===== config.mk =====
export PLATFORM = sky130hd
export DESIGN_NAME = control_unit
export DESIGN_NICKNAME = d
export VERILOG_FILES = /design/src/rtl/control_unit.sv
export SDC_FILE = /design/constraint.sdc
export NUM_CORES = 1
export LEC_CHECK = 0
export CAP_MARGIN = 20
export CORE_UTILIZATION = 40
export DETAILED_ROUTE_END_ITERATION = 8
export GPL_ROUTABILITY_DRIVEN = 0
export SKIP_LAST_GASP = 1
export SLEW_MARGIN = 20
export SYNTH_ARGS = -nofsm -noshare
export SYNTH_HDL_FRONTEND = slang
export SYNTH_SLANG_ARGS = --single-unit
export TNS_END_PERCENT = 50

===== constraint.sdc =====
create_clock -name clk -period 3.2 [get_ports clk]
set_clock_uncertainty 0.2 [all_clocks]
set_input_delay 0.64 -clock clk [delete_from_list [all_inputs] [get_ports clk]]
set_output_delay 0.64 -clock clk [all_outputs]
set_load 0.03 [all_outputs]

===== src/rtl/control_unit.sv =====
// Multi-cycle control unit: fetches one instruction word, drives an external ALU and
// writes the result back into a small register file, signalling completion with done.
module control_unit #(
  parameter int unsigned DATA_WIDTH     = 32,
  parameter int unsigned REG_ADDR_WIDTH = 3
) (
  input  logic                      clk,
  input  logic                      resetN,
  input  logic [31:0]               instrIn,
  input  logic                      instrValid,
  output logic                      instrReady,
  output logic [6:0]                controlUnitOut,
  output logic [DATA_WIDTH-1:0]     aluA,
  output logic [DATA_WIDTH-1:0]     aluB,
  input  logic [DATA_WIDTH-1:0]     aluOut,
  input  logic                      cOut,
  input  logic                      negative,
  input  logic                      zero,
  input  logic                      parity,
  input  logic                      overflow,
  output logic                      done,
  output logic [5:0]                status,
  input  logic [REG_ADDR_WIDTH-1:0] readAddr,
  output logic [DATA_WIDTH-1:0]     readData
);

  localparam int unsigned NumRegs   = 1 << REG_ADDR_WIDTH;
  localparam logic [5:0]  MaxOpcode = 6'd5;

  typedef enum logic [1:0] {StIdle, StDecode, StExecute, StWriteback} state_e;

  state_e                    state_q, state_d;
  logic [31:0]               instr_q;
  logic [DATA_WIDTH-1:0]     regs_q [NumRegs];
  logic [6:0]                ctrl_q;
  logic [DATA_WIDTH-1:0]     alu_a_q, alu_b_q, result_q;
  logic [4:0]                flags_q;
  logic                      illegal_q;
  logic                      done_q;
  logic [5:0]                status_q;

  logic [6:0]                opcode;
  logic [REG_ADDR_WIDTH-1:0] rd, rs1, rs2;
  logic [DATA_WIDTH-1:0]     imm_sext;
  logic                      legal;

  assign opcode   = instr_q[31:25];
  assign rd       = instr_q[24 -: REG_ADDR_WIDTH];
  assign rs1      = instr_q[21 -: REG_ADDR_WIDTH];
  assign rs2      = instr_q[18 -: REG_ADDR_WIDTH];
  assign imm_sext = {{(DATA_WIDTH-16){instr_q[15]}}, instr_q[15:0]};
  assign legal    = (opcode[5:0] <= MaxOpcode);

  assign instrReady     = (state_q == StIdle);
  assign controlUnitOut = ctrl_q;
  assign aluA           = alu_a_q;
  assign aluB           = alu_b_q;
  assign done           = done_q;
  assign status         = status_q;
  // r0 is never written, but the read port masks it anyway so it is hard-wired zero.
  assign readData       = (readAddr == '0) ? '0 : regs_q[readAddr];

  always_comb begin
    state_d = state_q;
    unique case (state_q)
      StIdle:      if (instrValid) state_d = StDecode;
      StDecode:    state_d = legal ? StExecute : StWriteback;
      StExecute:   state_d = StWriteback;
      StWriteback: state_d = StIdle;
      default:     state_d = StIdle;
    endcase
  end

  always_ff @(posedge clk or negedge resetN) begin
    if (!resetN) begin
      state_q <= StIdle;
    end else begin
      state_q <= state_d;
    end
  end

  always_ff @(posedge clk or negedge resetN) begin
    if (!resetN) begin
      instr_q   <= '0;
      ctrl_q    <= '0;
      alu_a_q   <= '0;
      alu_b_q   <= '0;
      result_q  <= '0;
      flags_q   <= '0;
      illegal_q <= 1'b0;
      done_q    <= 1'b0;
      status_q  <= '0;
      for (int i = 0; i < NumRegs; i++) begin
        regs_q[i] <= '0;
      end
    end else begin
      done_q <= 1'b0;
      unique case (state_q)
        StIdle: begin
          if (instrValid) instr_q <= instrIn;
        end
        StDecode: begin
          illegal_q <= !legal;
          if (legal) begin
            ctrl_q  <= {1'b0, opcode[5:0]};
            alu_a_q <= regs_q[rs1];
            alu_b_q <= opcode[6] ? imm_sext : regs_q[rs2];
          end
        end
        StExecute: begin
          result_q <= aluOut;
          flags_q  <= {overflow, parity, zero, negative, cOut};
        end
        StWriteback: begin
          if (!illegal_q && (rd != '0)) regs_q[rd] <= result_q;
          status_q <= illegal_q ? 6'b100000 : {1'b0, flags_q};
          done_q   <= 1'b1;
        end
        default: ;
      endcase
    end
  end

endmodule


-- Word level (Yosys, flattened, before mapping)
Cells that the tools add are included.
- register bits after elaboration: 405
- bits in latches: 0
- memory bits (writable): 0
- bits in read-only memories: 0
- input bits: 75
- output and inout port bits: 111
- logic and storage cells: 61
- memories: 0
- add/subtract/negate cells: 0
- multipliers: 0
- divide/modulo/power cells: 0
- $lt $le $gt $ge: 6
- equality and inequality tests: 4
- shift operators: 0
- multiplexer cells: 19
- bitwise operators: 4
- reduce and logical (&&, ||, !) cells: 10
- operators by type and width (kind ; count):
    $bmux 32 s3 ; 3
    $mux 32 ; 9
    $bwmux 256 ; 1
    $demux 32 s3 ; 1
    $ge 4x4->1 const B ; 4
    $not 3->4 ; 4
    $pmux 2 s4 ; 1
    $le 6x3->1 const B ; 1
    $mux 6 ; 1
    $reduce_and 2->1 ; 3
    $eq 2x2->1 const B ; 2
    $lt 4x1->1 const B ; 1
    $logic_not 3->1 ; 1
    $reduce_bool 3->1 ; 1
    $eq 2x1->1 const B ; 1
    $logic_and 1x1->1 ; 2
    $logic_not 1->1 ; 2
    $logic_not 2->1 ; 1
    $mux 1 ; 2
    $mux 2 ; 1
    $ne 2x2->1 const B ; 1

-- Depth between registers and ports, before layout
Gate-level depths: netlist of the first run.
- word-level depth: 6
- gate-level depth with buffers: 7
- gate-level depth less buffers: 5

-- Worst setup path after synthesis of the first run
No wires, ideal clock.
- kind: input-to-output
- start: input readAddr[1]
- end: output readData[31]
- arrival: 2.288 ns
- required time: 2.360 ns
- setup slack: 0.072 ns
- stages on the path: 5
- buffers on the path: 2
- cells stage by stage: clkbuf_1 > nor2b_1 > clkbuf_1 > a22oi_1 > o21ai_0
- cells in the longest elaborated chain, start to end: 5
- elaborated cells between the ends (all ways): 6
- those cells by class: mux (4); bitwise (1); reduce/logical (1)
- RTL lines (element ; RTL line ; RTL):
    start, declared ; 23 ; input logic [REG_ADDR_WIDTH-1:0] readAddr,
    $not 3->4 (implied by the code) ; 61 ; assign readData = (readAddr == '0) ? '0 : regs_q[readAddr];
    $bmux 32 s3 ; 61 ;
    $mux 32 (implied by the code) (2 in a row) ; 61 ;
    $mux 32 * ; 61 ;
    end, declared ; 24 ; output logic [DATA_WIDTH-1:0] readData
Every way passes the cells marked *; elsewhere a longest branch is shown, timed or not. The select of a mux whose other input is x is not followed.

-- Worst setup path in the final report of the first run
- start: input readAddr[1]
- end: output readData[14]
The elaborated chain is that of the path after synthesis.

==> results_dict.tcl, run 1 <==
set metrics [dict create \
    vias 13600 \
    finalCriticalPeriod_ns 2.92 \
    cts_max_level 2 \
    num_rows 82 \
    cts_tree "yes" \
    path_max_fanout 21 \
    path_cells "buf_4 -> buf_12 -> mux2_2 -> a221oi_1 -> a21oi_1 -> buf_4 -> buf_12" \
    drtAntennaViolNets 0 \
    yosys_warnings 0 \
    synth.distinct_cells 32 \
    r2r-start "state_q[0]$_DFFE_PN0P_" \
    maxSlewHeadroom_pct 45.8 \
    grt_max_degree 76 \
    dp_hpwl_microns 36900 \
    slew_violations 0 \
    crit_arrival_ns 2.08 \
    clk_pin_slew_ns 0.06 \
    die_area_sq_um 52200 \
    setup_violations 0 \
    cts_sinks 405 \
    portBuffers 184 \
    outcome "finished, final reports clean" \
    ys_ff_latch 405 \
    clk_latency_ns 0.58 \
    cp-end-kind "primary output" \
    worstMarginPinSlew_ns 0.813 \
    crit_required_ns 2.36 \
    synth-edff-count 0 \
    grt_overflow 0 \
    synth-main-ff-cell "dfrtp_1" \
    start_util_pct 40.7 \
    cp-start-kind "input pin" \
    final_cells 2357 \
    fin_area_sq_um 24900 \
    ys_async_sr_fraction_pct 100 \
    placed_area_sq_um 23300 \
    finalHoldWorstSlack_ns 0.197 \
    grt_pass1_wl_microns 90600 \
    combPwrFrac_pct 38.1 \
    cp-endpoint "readData[14]" \
    route.layer.met1.wl_microns 25200 \
    sw_frac_of_total_pct 37.5 \
    rsz0062_at_grt "no" \
    slowest_delay_ns 0.35 \
    die_y_microns 229 \
    dp.cells 2272 \
    drt-total-wl_microns 59100 \
    hp-class "reg2reg" \
    wl_met2_microns 29000 \
    r2r-end "regs_q[82]$_DFFE_PN0P_" \
    period_share_pct 91.2 \
    die_width_microns 229 \
    final_nets 1728 \
    rr_worst_depth 6 \
    grt_usage_pct 22.8 \
    pre_cts_slack_ns 0.286 \
    power_density_nw_per_um2 926 \
    top_layer "met5" \
    netSwitchingPower_mw 8.65 \
    ios 186 \
    drtIter0Drc 1104 \
    core_area_sq_um 50400 \
    clock_path_buffers 3 \
    post-cts-setup-buffers 0 \
    p_total_mw 23.1 \
    hold_viol_final 0 \
    p_int_mw 14.4 \
    ctsResizeCount 0 \
    seqPwrFrac_pct 38.5 \
    slowest_stage "mux2_2" \
    crit_type "in2out" \
    syn_area_sq_um 20500 \
    final_cell_mix "400 x dfrtp_1, 295 x mux2_2, 148 x clkdlybuf4s50_1" \
    grt_pass1_vias 14200 \
    syn_area_per_cell_sq_um 13.6 \
    synth_seq_area_share_pct 49.4 \
    area_growth_syn_to_layout_pct 21.3 \
    grt_antenna_before_repair 2 \
    syn_nets 1585 \
    wl_met3_microns 3070 \
    leakagePower_nw 11.1 \
    post_drt_wl_per_cell_microns 25.1 \
    r2r_slack_ns 0.59 \
    fmax_mhz 343 \
    power_frac_clock_pct 23.4 \
    tns_ns 0 \
    max_cap_violations 0 \
    via_per_inst 5.76 \
    syn_inst 1506 \
    drive_gt1_share_pct 37.6 \
    firstDrtPassIters 5 \
    setup_ws_ns 0.282 \
    ir_drop_mv 0.405 \
    numCtsBuffers 46 \
    mostFrequentLayoutCell "dfrtp_1" \
    startpoint "readAddr[1]" \
    cts_root_buf "clkbuf_16" \
    final_util_pct 49.4 \
    drc 0 \
    num_antenna_cells 0 \
]
[flip-flops by register name, indices dropped and copies added, names as in the netlist]
name	count
result_q	32
status	6
aluB	32
flags_q	5
controlUnitOut	6
regs_q	256
done	1
illegal_q	1
instr_q	32
state_q	2
aluA	32
[worst max-delay path: cells and delay by family]
kind	cells	cell delay, ns
buf+inv	4	0.72
compound gates	2	0.34
mux	1	0.35
[area by class of cell]
cell class | count | area [sq um]
timing repair buffer | 248 | 2600
multi-input combinational | 909 | 9610
fill | 4348 | 25500
inverter | 39 | 146
clock buffer | 72 | 1410
tap | 672 | 841
clock inverter | 12 | 141
sequential | 405 | 10100
[worst min path at each step]
stage | from | endpoint | depth (start not counted)
4_1_cts | regs_q[240]$_DFFE_PN0P_ | regs_q[240]$_DFFE_PN0P_ | 0
2_1_floorplan | resetN | aluA[0]$_DFFE_PN0P_ | 0
3_5_place_dp | regs_q[240]$_DFFE_PN0P_ | regs_q[240]$_DFFE_PN0P_ | 0
3_3_place_gp | regs_q[240]$_DFFE_PN0P_ | regs_q[240]$_DFFE_PN0P_ | 0
5_1_grt | regs_q[244]$_DFFE_PN0P_ | regs_q[244]$_DFFE_PN0P_ | 0
6_report | regs_q[244]$_DFFE_PN0P_ | regs_q[244]$_DFFE_PN0P_ | 0
[metal layers]
metal	track usage [%]	up-vias
li1	-	5891
met1	30.5	7094
met2	37.4	458
met3	4.19	118
met4	7.70	4
met5	0	-
[Yosys cell counts, drive strengths merged (21+ instances only)]
cell | number | share of area, %
a221oi | 48 | 2.0
mux2i | 126 | 6.1
a21oi | 64 | 1.6
o21ai | 89 | 2.2
inv | 39 | 0.71
clkbuf | 90 | 1.7
buf | 63 | 1.7
nand2 | 67 | 1.3
mux2 | 326 | 18
nor2 | 21 | 0.38
mux4 | 113 | 12
a22oi | 31 | 1.1
dfrtp | 405 | 49
[power groups by stage]
stage | combinational (mW) | sequential [mW] | clock, mW
after CTS | 8.85 | 8.87 | 5.56
after detailed placement | 8.80 | 8.95 | 0
after global placement | 8.72 | 8.87 | 0
after global routing | 9.34 | 9.16 | 5.74
final | 8.77 | 8.88 | 5.40
after floorplan | 5.33 | 8.68 | 0
[what timing repair did]
item,CTS,global route
hold buffers,1,0
endpoints found under the hold margin,56,0
setup endpoints to repair,0,0
[kinds of logic (layout without fill, tap and decap cells)]
kind of cell | Yosys count | in the layout | share of synthesized area, %
fa+ha+maj | 4 | 4 | 0.244
flops | 405 | 405 | 49.4
other cells | 1 | 1 | 0.0183
compound gates | 233 | 233 | 7.00
mux | 565 | 565 | 37.0
buf+inv | 192 | 371 | 4.08
simple gates | 106 | 106 | 2.29
Power figures use the tool's default switching activity.
==> run 2, diff against run 1 <==
--- a/config.mk
+++ b/config.mk
@@ -5,10 +5,12 @@
 export SDC_FILE = /design/constraint.sdc
 export NUM_CORES = 1
 export LEC_CHECK = 0
+export ABC_AREA = 1
 export CAP_MARGIN = 20
 export CORE_UTILIZATION = 40
 export DETAILED_ROUTE_END_ITERATION = 8
 export GPL_ROUTABILITY_DRIVEN = 0
+export RECOVER_POWER = 100
 export SKIP_LAST_GASP = 1
 export SLEW_MARGIN = 20
 export SYNTH_ARGS = -nofsm -noshare
==> run 2 against run 1 <==
  * The flow now finishes with violations (capacitance limit, slew limit)
  * Non-clock buffer count is 2 higher
  * Synthesized cell count up 97%
  * Worst setup slack lost 0.14 ns
  * Cell area is 3.0% higher
  * Clock power decreased by 0.7%
  * Sequential share of layout area fell by 1.2 points
  * Largest cell class unchanged
  * Final cell count is 59% higher
  * First-iteration DRC count increased by 110%
  * Clock-buffer cell count down 2
  * Utilization is 1.9 points lower
  * Critical path type unchanged
  * Fmax down 4.6%
==> results_dict.tcl, run 2 <==
set metrics [dict create \
    clk_latency_ns 0.59 \
    largest_reg_flops 256 \
    ys_ff_latch 405 \
    start_util_pct 40.6 \
    drtAntennaViolNets 0 \
    maxSlewHeadroom_pct -8.78 \
    sw_frac_of_total_pct 44.0 \
    dp_hpwl_microns 45100 \
    post-cts-setup-buffers 0 \
    hp-class "reg2reg" \
    final_nets 3084 \
    ios 186 \
    numCtsBuffers 46 \
    yosys-top-cells-count "765 x nand2_1, 405 x dfrtp_1, 377 x o21ai_0" \
    synth-main-ff-cell "dfrtp_1" \
    cts_sinks 405 \
    period_share_pct 95.6 \
    firstDrtPassIters 6 \
    drc 0 \
    slowest_delay_ns 0.34 \
    cp-end-kind "primary output" \
    combPwrFrac_pct 43.8 \
    dp.cells 3652 \
    yosys.area.top_type_share_pct 46.3 \
    power_density_nw_per_um2 949 \
    cts_root_buf "clkbuf_16" \
    yosys_warnings 0 \
    grt_pass1_wl_microns 118000 \
    tns_ns 0 \
    drive_gt1_share_pct 7.60 \
    final_cells 3737 \
    drtIter0Drc 2355 \
    wl_met3_microns 5610 \
    p_int_mw 13.6 \
    yosysMostFrequentCell "nand2_1" \
    crit_arrival_ns 2.22 \
    post_drt_wl_per_cell_microns 20.0 \
    grt_overflow 0 \
    rsz0062_at_grt "no" \
    synth-edff-count 0 \
    synth_area_leaders "dfrtp_1 46%, nand2_1 13%, o21ai_0 8.6%" \
    clock_path_buffers 3 \
    num_rows 85 \
    fill_cells 5323 \
    area_growth_syn_to_layout_pct 17.0 \
    setup_violations 0 \
    crit_required_ns 2.36 \
    ir_drop_mv 0.504 \
    grt_max_degree 150 \
    drt-total-wl_microns 74700 \
    portBuffers 184 \
    wl_met2_microns 34200 \
    clk_pin_slew_ns 0.06 \
    multi_input_area_sq_um 9550 \
    path_max_fanout 11 \
    syn_nets 3042 \
    syn_inst 2963 \
    cts_max_level 2 \
    slowest_stage "clkbuf_1" \
    via_per_inst 5.58 \
    grt_pass1_vias 20400 \
    syn_area_sq_um 21900 \
    netSwitchingPower_mw 10.7 \
    hold_viol_final 0 \
    finalCriticalPeriod_ns 3.06 \
    ys_async_sr_fraction_pct 100 \
    grt_usage_pct 27.0 \
    route.layer.met1.wl_microns 31700 \
    syn_area_per_cell_sq_um 7.39 \
    power_frac_clock_pct 22.0 \
    mostFrequentLayoutCell "nand2_1" \
    vias 20800 \
    outcome "finished, violations left" \
    regMostFlops "regs_q" \
    crit_type "in2out" \
    leakagePower_nw 11.9 \
    top_layer "met4" \
    die_area_sq_um 55700 \
    cts_tree "yes" \
    seqCellArea_sq_um 10200 \
    worstMarginPinSlew_ns 1.63 \
    final_util_pct 47.5 \
    yosysTopAreaCell "dfrtp_1" \
    max_cap_violations 1 \
    grt_antenna_before_repair 1 \
    num_antenna_cells 0 \
    core_area_sq_um 53900 \
    synth.distinct_cells 29 \
    synth_seq_area_share_pct 46.3 \
    slew_violations 51 \
    final_cell_mix "764 x nand2_1, 432 x o21ai_0, 399 x dfrtp_1" \
    path_cells "buf_4 -> clkinvlp_4 -> buf_4 -> a21oi_1 -> o21ai_0 -> nand3_1 -> nand2_1 -> a21oi_1 -> clkbuf_1" \
    fmax_mhz 327 \
    die_y_microns 236 \
    failed_checks "capacitance limit, slew limit" \
    cp-start-kind "input pin" \
    seqPwrFrac_pct 34.1 \
    die_width_microns 236 \
]
run 2: worst paths after layout:
kind / cells after the start / slack, ns / to / startpoint
min in group asynchronous: 2 / 0.79 / regs_q[115]$_DFFE_PN0P_ / resetN
worst min register to register: 0 / 0.22 / regs_q[248]$_DFFE_PN0P_ / regs_q[248]$_DFFE_PN0P_
worst min-delay path: 0 / 0.22 / regs_q[248]$_DFFE_PN0P_ / regs_q[248]$_DFFE_PN0P_
worst max-delay path: 9 / 0.14 / readData[16] / readAddr[1]
max in group asynchronous: 3 / 0.47 / instr_q[21]$_DFFE_PN0P_ / resetN
worst max register to register: 8 / 0.34 / regs_q[58]$_DFFE_PN0P_ / state_q[0]$_DFFE_PN0P_
run 2: power by group through the flow:
stage / Sequential, mW / Clock (mW) / Combinational [mW]
floorplan: 8.50 / 0 / 6.78
global placement: 8.32 / 0 / 10.8
detailed placement: 8.36 / 0 / 11.0
CTS: 8.29 / 5.46 / 11.0
global route: 8.53 / 5.67 / 11.8
finish: 8.30 / 5.36 / 10.7
run 2: final cells by class:
type,instances,area share [%]
flip-flops and latches,405,39.6
clock buffers,70,5.48
repair buffers,250,9.82
clock inverters,14,0.478
multi-input cells,2033,37.3
inverters,269,3.96
well taps,696,3.40
run 2: logic make-up (layout without fill, tap and decap cells):
group	count (synthesis)	in the layout	synth area share [%]
AO/OA/AOI/OAI	760	760	18.9
adder cells (fa/ha/maj)	4	4	0.228
buffers and inverters	525	603	9.65
flip-flops	405	405	46.3
multiplexers	23	23	1.18
other	1	1	0.0171
AND/OR/NAND/NOR	1245	1245	23.8
run 2: worst max-delay path: cells and delay by family:
family / cells / cell delay [ns]
and+or+nand+nor: 2 / 0.14
buffers and inverters: 4 / 1.00
AOI/OAI and AO/OA: 3 / 0.42
run 2: metal layers:
| layer | vias up | GRT usage, % |
|---|---|---|
| li1 | 9772 | - |
| met1 | 9924 | 36.2 |
| met2 | 960 | 43.2 |
| met3 | 181 | 4.32 |
| met4 | 0 | 11.7 |
| met5 | - | 0 |
run 2: stage by stage:
stage / setup WS [ns] / hold WS (ns) / total power, mW / area [sq um]
3_5_place_dp: 0.0681 / 0.205 / 19.3 / 24500
3_3_place_gp: 0.0628 / 0.199 / 19.1 / 24500
4_1_cts: 0.0662 / 0.218 / 24.8 / 26100
6_report: 0.141 / 0.217 / 24.3 / 25600
2_1_floorplan: 0.450 / 0.144 / 15.3 / 21900
5_1_grt: 0.0565 / 0.237 / 26.0 / 25600
run 2: what timing repair did:
item	in CTS	in global routing
hold buffers	1	0
gates resized for setup	0	2
hold endpoints to repair	46	0
endpoints found under the setup margin	0	2
